[src/rtl/posit_engine_pkg.sv]
// Shared types and helpers for the posit vector engine.
package posit_engine_pkg;

  typedef enum logic [2:0] {
    S_IDLE   = 3'd0,
    S_LOAD_A = 3'd1,
    S_LOAD_B = 3'd2,
    S_ISSUE  = 3'd3,
    S_WAIT   = 3'd4,
    S_STORE  = 3'd5,
    S_DONE   = 3'd6
  } engine_state_e;

  // Number of bytes in one posit word.
  function automatic int unsigned posit_bytes(input int unsigned width);
    return width / 8;
  endfunction

endpackage

[src/rtl/posit_byte_shifter.sv]
// Word register that either loads in parallel or shifts one byte in at the top,
// so it assembles little-endian byte streams and serialises words low byte first.
module posit_byte_shifter #(
  parameter int unsigned WIDTH = 32
) (
  input  logic             clk,
  input  logic             rst_n,
  input  logic             load_i,
  input  logic [WIDTH-1:0] word_i,
  input  logic             shift_i,
  input  logic [7:0]       byte_i,
  output logic [WIDTH-1:0] word_o
);

  logic [WIDTH-1:0] word_q;
  logic [WIDTH-1:0] word_d;
  logic [WIDTH-1:0] shifted;

  generate
    if (WIDTH == 8) begin : g_one
      assign shifted = byte_i;
    end else begin : g_many
      assign shifted = {byte_i, word_q[WIDTH-1:8]};
    end
  endgenerate

  always_comb begin
    word_d = word_q;
    if (load_i) begin
      word_d = word_i;
    end else if (shift_i) begin
      word_d = shifted;
    end
  end

  always_ff @(posedge clk or negedge rst_n) begin
    if (!rst_n) begin
      word_q <= '0;
    end else begin
      word_q <= word_d;
    end
  end

  assign word_o = word_q;

endmodule

[src/rtl/posit_vector_engine.sv]
// Streams element pairs from byte memory to an external posit core and writes
// each result back, one element at a time.
module posit_vector_engine
  import posit_engine_pkg::*;
#(
  parameter int unsigned POSIT_WIDTH = 32,
  parameter int unsigned ADDR_WIDTH  = 12,
  parameter int unsigned COUNT_WIDTH = 8
) (
  input  logic                   clock,
  input  logic                   reset_n,
  input  logic                   io_start,
  input  logic [COUNT_WIDTH-1:0] io_op_count,
  input  logic [ADDR_WIDTH-1:0]  io_src_a_address,
  input  logic [ADDR_WIDTH-1:0]  io_src_b_address,
  input  logic [ADDR_WIDTH-1:0]  io_dst_address,
  output logic [ADDR_WIDTH-1:0]  io_address_to_read,
  input  logic [7:0]             io_read_data,
  output logic [ADDR_WIDTH-1:0]  io_address_to_write,
  output logic [7:0]             io_write_data,
  output logic                   io_write_enable,
  output logic [POSIT_WIDTH-1:0] io_core_a,
  output logic [POSIT_WIDTH-1:0] io_core_b,
  output logic                   io_core_valid,
  input  logic                   io_core_ready,
  input  logic [POSIT_WIDTH-1:0] io_core_result,
  input  logic                   io_core_result_valid,
  output logic                   io_busy,
  output logic                   io_completed,
  output logic [COUNT_WIDTH-1:0] io_processed
);

  localparam int unsigned BYTES = posit_bytes(POSIT_WIDTH);
  localparam int unsigned BC_W  = $clog2(BYTES + 1);
  localparam logic [ADDR_WIDTH-1:0] ELEM_STRIDE = ADDR_WIDTH'(BYTES);
  localparam logic [BC_W-1:0] LAST_BYTE = BC_W'(BYTES - 1);
  localparam logic [BC_W-1:0] DRAIN     = BC_W'(BYTES);

  engine_state_e state_q, state_d;
  logic                   start_q;
  logic [BC_W-1:0]        byte_q, byte_d;
  logic [COUNT_WIDTH-1:0] count_q, count_d;
  logic [COUNT_WIDTH-1:0] processed_q, processed_d;
  logic [ADDR_WIDTH-1:0]  a_ptr_q, a_ptr_d;
  logic [ADDR_WIDTH-1:0]  b_ptr_q, b_ptr_d;
  logic [ADDR_WIDTH-1:0]  d_ptr_q, d_ptr_d;
  logic [ADDR_WIDTH-1:0]  rd_addr_q, rd_addr_d;
  logic [ADDR_WIDTH-1:0]  wr_addr_q, wr_addr_d;
  logic                   wr_en_q, wr_en_d;
  logic                   core_valid_q, core_valid_d;
  logic                   busy_q, busy_d;
  logic                   completed_q, completed_d;

  logic                   start_edge;
  logic                   a_shift, b_shift, res_load, res_shift;
  logic [POSIT_WIDTH-1:0] a_word, b_word, res_word;
  logic                   unused_res_hi;

  assign start_edge = io_start & ~start_q;

  // Next-state, datapath strobes and registered-output next values.
  always_comb begin
    state_d      = state_q;
    byte_d       = byte_q;
    count_d      = count_q;
    processed_d  = processed_q;
    a_ptr_d      = a_ptr_q;
    b_ptr_d      = b_ptr_q;
    d_ptr_d      = d_ptr_q;
    rd_addr_d    = rd_addr_q;
    wr_addr_d    = wr_addr_q;
    a_shift      = 1'b0;
    b_shift      = 1'b0;
    res_load     = 1'b0;
    res_shift    = 1'b0;

    case (state_q)
      S_IDLE, S_DONE: begin
        if (start_edge) begin
          count_d     = io_op_count;
          a_ptr_d     = io_src_a_address;
          b_ptr_d     = io_src_b_address;
          d_ptr_d     = io_dst_address;
          processed_d = '0;
          byte_d      = '0;
          if (io_op_count == '0) begin
            state_d = S_DONE;
          end else begin
            state_d   = S_LOAD_A;
            rd_addr_d = io_src_a_address;
          end
        end
      end
      // Byte j is addressed in cycle j and captured at the end of cycle j+1.
      S_LOAD_A: begin
        a_shift = (byte_q != '0);
        if (byte_q < LAST_BYTE) begin
          rd_addr_d = rd_addr_q + ADDR_WIDTH'(1);
        end
        if (byte_q == DRAIN) begin
          state_d   = S_LOAD_B;
          byte_d    = '0;
          rd_addr_d = b_ptr_q;
        end else begin
          byte_d = byte_q + BC_W'(1);
        end
      end
      S_LOAD_B: begin
        b_shift = (byte_q != '0);
        if (byte_q < LAST_BYTE) begin
          rd_addr_d = rd_addr_q + ADDR_WIDTH'(1);
        end
        if (byte_q == DRAIN) begin
          state_d = S_ISSUE;
          byte_d  = '0;
        end else begin
          byte_d = byte_q + BC_W'(1);
        end
      end
      S_ISSUE: begin
        if (io_core_ready) begin
          state_d = S_WAIT;
        end
      end
      S_WAIT: begin
        if (io_core_result_valid) begin
          res_load  = 1'b1;
          state_d   = S_STORE;
          wr_addr_d = d_ptr_q;
          byte_d    = '0;
        end
      end
      S_STORE: begin
        res_shift = 1'b1;
        wr_addr_d = wr_addr_q + ADDR_WIDTH'(1);
        if (byte_q == LAST_BYTE) begin
          byte_d      = '0;
          processed_d = processed_q + COUNT_WIDTH'(1);
          a_ptr_d     = a_ptr_q + ELEM_STRIDE;
          b_ptr_d     = b_ptr_q + ELEM_STRIDE;
          d_ptr_d     = d_ptr_q + ELEM_STRIDE;
          if ((processed_q + COUNT_WIDTH'(1)) == count_q) begin
            state_d = S_DONE;
          end else begin
            state_d   = S_LOAD_A;
            rd_addr_d = a_ptr_q + ELEM_STRIDE;
          end
        end else begin
          byte_d = byte_q + BC_W'(1);
        end
      end
      default: begin
        state_d = S_IDLE;
      end
    endcase

    wr_en_d      = (state_d == S_STORE);
    core_valid_d = (state_d == S_ISSUE);
    busy_d       = (state_d != S_IDLE) && (state_d != S_DONE);
    completed_d  = (state_d == S_DONE);
  end

  always_ff @(posedge clock or negedge reset_n) begin
    if (!reset_n) begin
      state_q      <= S_IDLE;
      start_q      <= 1'b0;
      byte_q       <= '0;
      count_q      <= '0;
      processed_q  <= '0;
      a_ptr_q      <= '0;
      b_ptr_q      <= '0;
      d_ptr_q      <= '0;
      rd_addr_q    <= '0;
      wr_addr_q    <= '0;
      wr_en_q      <= 1'b0;
      core_valid_q <= 1'b0;
      busy_q       <= 1'b0;
      completed_q  <= 1'b0;
    end else begin
      state_q      <= state_d;
      start_q      <= io_start;
      byte_q       <= byte_d;
      count_q      <= count_d;
      processed_q  <= processed_d;
      a_ptr_q      <= a_ptr_d;
      b_ptr_q      <= b_ptr_d;
      d_ptr_q      <= d_ptr_d;
      rd_addr_q    <= rd_addr_d;
      wr_addr_q    <= wr_addr_d;
      wr_en_q      <= wr_en_d;
      core_valid_q <= core_valid_d;
      busy_q       <= busy_d;
      completed_q  <= completed_d;
    end
  end

  posit_byte_shifter #(.WIDTH(POSIT_WIDTH)) u_shift_a (
    .clk    (clock),
    .rst_n  (reset_n),
    .load_i (1'b0),
    .word_i ('0),
    .shift_i(a_shift),
    .byte_i (io_read_data),
    .word_o (a_word)
  );

  posit_byte_shifter #(.WIDTH(POSIT_WIDTH)) u_shift_b (
    .clk    (clock),
    .rst_n  (reset_n),
    .load_i (1'b0),
    .word_i ('0),
    .shift_i(b_shift),
    .byte_i (io_read_data),
    .word_o (b_word)
  );

  // Result is loaded whole, then shifted down so the low byte is always the one written.
  posit_byte_shifter #(.WIDTH(POSIT_WIDTH)) u_shift_res (
    .clk    (clock),
    .rst_n  (reset_n),
    .load_i (res_load),
    .word_i (io_core_result),
    .shift_i(res_shift),
    .byte_i (8'h00),
    .word_o (res_word)
  );

  assign unused_res_hi = ^(res_word >> 8);

  assign io_address_to_read  = rd_addr_q;
  assign io_address_to_write = wr_addr_q;
  assign io_write_data       = res_word[7:0];
  assign io_write_enable     = wr_en_q;
  assign io_core_a           = a_word;
  assign io_core_b           = b_word;
  assign io_core_valid       = core_valid_q;
  assign io_busy             = busy_q;
  assign io_completed        = completed_q;
  assign io_processed        = processed_q;

endmodule

[config.mk]
export PLATFORM = sky130hd
export DESIGN_NAME = posit_vector_engine
export DESIGN_NICKNAME = d
export VERILOG_FILES = /design/src/rtl/posit_engine_pkg.sv /design/src/rtl/posit_byte_shifter.sv /design/src/rtl/posit_vector_engine.sv
export SDC_FILE = /design/constraint.sdc
export NUM_CORES = 1
export LEC_CHECK = 0
export BUFFER_PORTS_ARGS = -buffer_cell sky130_fd_sc_hd__buf_2
export CAP_MARGIN = 20
export CORE_ASPECT_RATIO = 1.2
export CORE_MARGIN = 2
export CORE_UTILIZATION = 56
export DETAILED_ROUTE_END_ITERATION = 10
export PLACE_DENSITY = 0.81
export SLEW_MARGIN = 20
export SYNTH_ARGS = -nofsm -noshare
export SYNTH_HDL_FRONTEND = slang
export SYNTH_HIERARCHICAL = 1
export SYNTH_SLANG_ARGS = --single-unit
[constraint.sdc]
create_clock -name clock -period 2.4 [get_ports clock]
set_input_delay 0.48 -clock clock [delete_from_list [all_inputs] [get_ports clock]]
set_output_delay 0.48 -clock clock [all_outputs]
set_load 0.01 [all_outputs]
# == Word level (Yosys, flattened, before mapping) ==
# Index checks and enable logic that the tools add are counted.
# W data, S select, Z words.
# word_totals
output_inout_bits,108
in_bits,89
ff_bits,183
# classes
muxes,42
n_lt_le_gt_ge,1
bitwise,2
reduce_logical,17
addsub,7
n_eq_ne,18
# ops
op,count
$mux W12,13
$pmux W12 S2,4
$mux W32,2
$pmux W12 S4,1
$add A12 B3 Y12 const B,3
$mux W3,12
$add A12 B1 Y12 const B,2
$eq A3 B3 Y1 const B,6
$pmux W3 S6,1
$mux W8,2
$pmux W8 S2,1
$eq A3 B2 Y1 const B,4
$pmux W3 S4,1
$ne A2 B2 Y1 const B,5
$add A8 B1 Y8 const B,1
$eq A8 B8 Y1,1
$logic_not A8 Y1,1
$reduce_bool A4 Y1,2
$reduce_and A3 Y1,2
$reduce_bool A2 Y1,3
$reduce_bool A3 Y1,2
$mux W1,5
$reduce_and A5 Y1,1
$reduce_and A2 Y1,2
9 further kinds,10

# == Longest topological paths before layout ==
# logic_depth
depth_word,7
mapped_depth,9

# == Cells and area by module ==
# The synthesis kept the hierarchy.
# modules_own_cells
mod,instances,area_per_inst_um2,seq_area_each_um2,cells_each
posit_vector_engine,1,5332.6,2177.1,625
posit_byte_shifter,3,1515.2,800.8,139

# == Worst setup path after synthesis ==
# Ideal clock, no wire load.
# synth_timing
path_kind,register to register
start,register processed_q[0] (netlist: io_processed[0])
end,register rd_addr_q[7] (netlist: io_address_to_read[7])
t_required_ns,2.275
path_buffers,0
t_arrival_ns,1.961
path_stages_with_launch,7
setup_slack_ns,0.314
path_cell_list,dfrtp_1 > ha_1 > xor2_1 > a311o_1 > nor3_1 > a31o_2 > mux2_2
# synth_between
elab_chain_cells,4
# synth_lines
element,line,source
"start, declared",posit_vector_engine.sv:43,"logic [COUNT_WIDTH-1:0] processed_q, processed_d;"
"start signal, assigned",posit_vector_engine.sv:184,processed_q <= processed_d;
$add A8 B1 Y8,posit_vector_engine.sv:142,if ((processed_q + COUNT_WIDTH'(1)) == count_q) begin
$eq A8 B8 Y1,posit_vector_engine.sv:142,
$ne A2 B2 Y1 (no line),n/a,
$reduce_and A5 Y1 (no line),n/a,
"end signal, assigned",posit_vector_engine.sv:188,rd_addr_q <= rd_addr_d;
"end, declared",posit_vector_engine.sv:47,"logic [ADDR_WIDTH-1:0] rd_addr_q, rd_addr_d;"
# No other way between the ends.
# A chain may end at the register's enable or synchronous reset.

# == Worst setup path after layout ==
# Ends and elaborated chain as after synthesis.

==> qor.csv <==
stage;metric;value;unit
clocking;clk_latency;0.43;ns
placement;dp_cells;1495;
layout;stdcell_area;11900;sq um
placement;io_buffer_count;196;
sta;fmax;0.445;GHz
setup_path;r2r_start;io_processed[0];
route;drc;0;
floorplan;io_pins;197;
synth;netlist.area_leader.share;46.4;%
placement;dp_hpwl;17400;um
floorplan;core_area;17400;sq um
layout;syn2layout_area_growth;20.3;%
floorplan;die_w;125;um
setup_path;endpoint_kind;flip-flop;
sta;layout_min_cycle_time;2.25;ns
synth;ys_top_cells_by_count;dfrtp_1 (183), nand2_1 (150), mux2i_1 (98);
layout;final_util;68.4;%
synth;yosysSeqAreaShare;46.4;%
power;p_comb_share;41.2;%
clocking;clk_pin_slew;0.07;ns
sta;finalHoldViolations;0;
route;avgViaCountPerCell;5.68;
global_route;antenna_found_initial;0;
synth;yosys_warnings;6;
sta;fin_setup_tns;0;ns
global_route;grt_pass1_vias;8108;
floorplan;die_y;149;um
synth;synth-main-ff-cell;dfrtp_1;
status;outcome;complete, no violations;
layout;nets;1396;
synth;syn_inst;1042;
synth;synth.most_common_cell;dfrtp_1;
route;ant_nets;0;
power;p_int;8480;uW
sta;worst_pin_slew;0.613;ns
floorplan;initial_core_util;56.9;%
clocking;cts_tree;done;
floorplan;placementRows;53;
setup_path;cp.required;2.72;ns
flow_run;maxCapViolCount;0;
clocking;cts_sinks;183;
clocking;cts_buffers;17;
global_route;grt_max_degree;70;
power;switching_share;39.5;%
power;pwr-share-seq;38.0;%
power;pwr-share-clk;20.8;%
setup_path;critPathArrivalTime;2.56;ns
synth;synthDistinctLibCells;72;
synth;synth_area_per_cell;9.48;sq um
sta;fin_crit_sh;93.6;%
clocking;cts-root-buf;clkbuf_16;
layout;drive_above_1_share;23.1;%
synth;netlist_area;9880;sq um
power;power.density;1180;nW/um^2
synth;postSynth.asyncResetShare;100;%
route;drtIter0Drc;758;
clocking;ctsResizeCount;0;
route;route.detailed.wl_per_inst;16.1;um
sta;relSlewSlack;59.1;%
sta;finalSetupViolations;0;
setup_path;cp-start-kind;flip-flop;
clocking;htree_num_levels;4;
layout;fin_cells;1530;
synth;synth_edf_count;0;
clocking;clock_path_buffers;2;
worst_hold_path;hold_class;in -> async;
power;p_leak;0.00524;uW
route;drt-total-wl;24600;um
power;p_sw;5540;uW
global_route;overflow;0;
setup_path;crit_fanout;8;
setup_path;crit_start;io_processed[0];
sta;finalMaxSlewViolations;0;
placement;placed_area;11300;sq um
layout;antenna_cells;0;
route;vias;8687;
synth;synth_top_area_cell;dfrtp_1;
placement;gp_congestion;0.947;
global_route;track_usage;26.2;%
synth;ys_seq_elements;183;
route;dr.pass1.iters;6;
sta;grt_setup_unrepaired;false;
floorplan;die-area;18700;sq um
power;ir_drop;0.000654;V
setup_path;path_class;reg -> reg;
sta;finalClockSkew;0.00900;ns
global_route;grt_first_pass_wirelength;39900;um
synth;synth_area_leaders;dfrtp_1 (46%), mux2i_1 (9.9%), nand2_1 (5.7%), o21ai_1 (4.3%), a21oi_1 (3.1%);
state kept, by name (all words and copies together) (netlist names), 12 cells and up:
signal and count:
u_shift_a/word_o 32, u_shift_b/word_o 32, u_shift_res/word_o 32, a_ptr_q 12, b_ptr_q 12, d_ptr_q 12, io_address_to_read 12, io_address_to_write 12
path summary, 6_finish.rpt:
path	endpoint	depth (start not counted)	slack, ns
hold / removal	u_shift_res/word_o[2]	1	0.03
max in group asynchronous	byte_q[2]	2	1.65
min in group clock	start_q	1	0.17
hold reg to reg	a_ptr_q[1]	1	0.51
setup reg to reg	io_address_to_read[7]	6	0.15
setup / recovery	io_address_to_read[7]	6	0.15
power by group through the flow:
stage | Clock, uW | Sequential, uW | Combinational (uW)
6_report | 2910 | 5330 | 5780
5_1_grt | 3100 | 5490 | 6370
4_1_cts | 2960 | 5300 | 5680
3_5_place_dp | 0 | 5350 | 5630
3_3_place_gp | 0 | 5300 | 5480
2_1_floorplan | 0 | 5270 | 4070
cell families after synthesis:
| group | Yosys count | share of synthesized area, % |
|---|---|---|
| AO/OA/AOI/OAI | 300 | 18.3 |
| XOR/XNOR | 20 | 1.77 |
| adder cells (fa/ha/maj) | 10 | 1.27 |
| buffers and inverters | 93 | 6.00 |
| flip-flops | 183 | 46.4 |
| multiplexers | 114 | 11.8 |
| other | 1 | 0.0380 |
| AND/OR/NAND/NOR | 321 | 14.5 |
routing by layer:
layer  global-route usage [%]  vias to the layer above  wire length, um
met5                        0                        -                0
met4                     9.78                        0              629
met3                     4.36                       58             1590
met2                     43.8                      383            12000
met1                     34.7                     4083            10400
li1                         -                     4163                -
critical path, cell delays in order, from the launching register on:
cell	delay, ns
dfrtp_1	0.46
ha_1	0.25
nand3_1	0.14
a311o_1	0.38
nor3_1	0.22
a31o_2	0.32
mux2_2	0.35
layout by cell type (no fill, tap or decap), types with 37 or more instances in the layout:
cell type	instances
o21ai_0	53
mux2i_1	98
conb_1	74
dfrtp_1	183
nand3_1	37
a21oi_1	61
buf_2	195
o21ai_1	85
nand2_1	150
nor2_1	67
through the flow:
step,hold slack (ns),setup WS (ns),power (uW)
finish,0.0322,0.153,14000
global route,0.0748,0.0557,15000
CTS,0.0518,0.0905,13900
detailed placement,0.495,0.101,11000
global placement,0.488,0.120,10800
floorplan,0.184,0.314,9350
area by class of cell:
class	count	area [sq um]
clock buffer	18	439
clock inverter	14	171
fill	1363	5490
inverter	23	87.6
multi-input combinational	839	4990
sequential	183	4580
tap	220	275
timing repair buffer	233	1340
repair_timing:
action	4_1_cts	5_1_grt
hold endpoints to repair	0	0
hold buffers	0	0
buffers inserted	0	3
endpoints found under the setup margin	0	1
(Power assumes the default switching activity.)
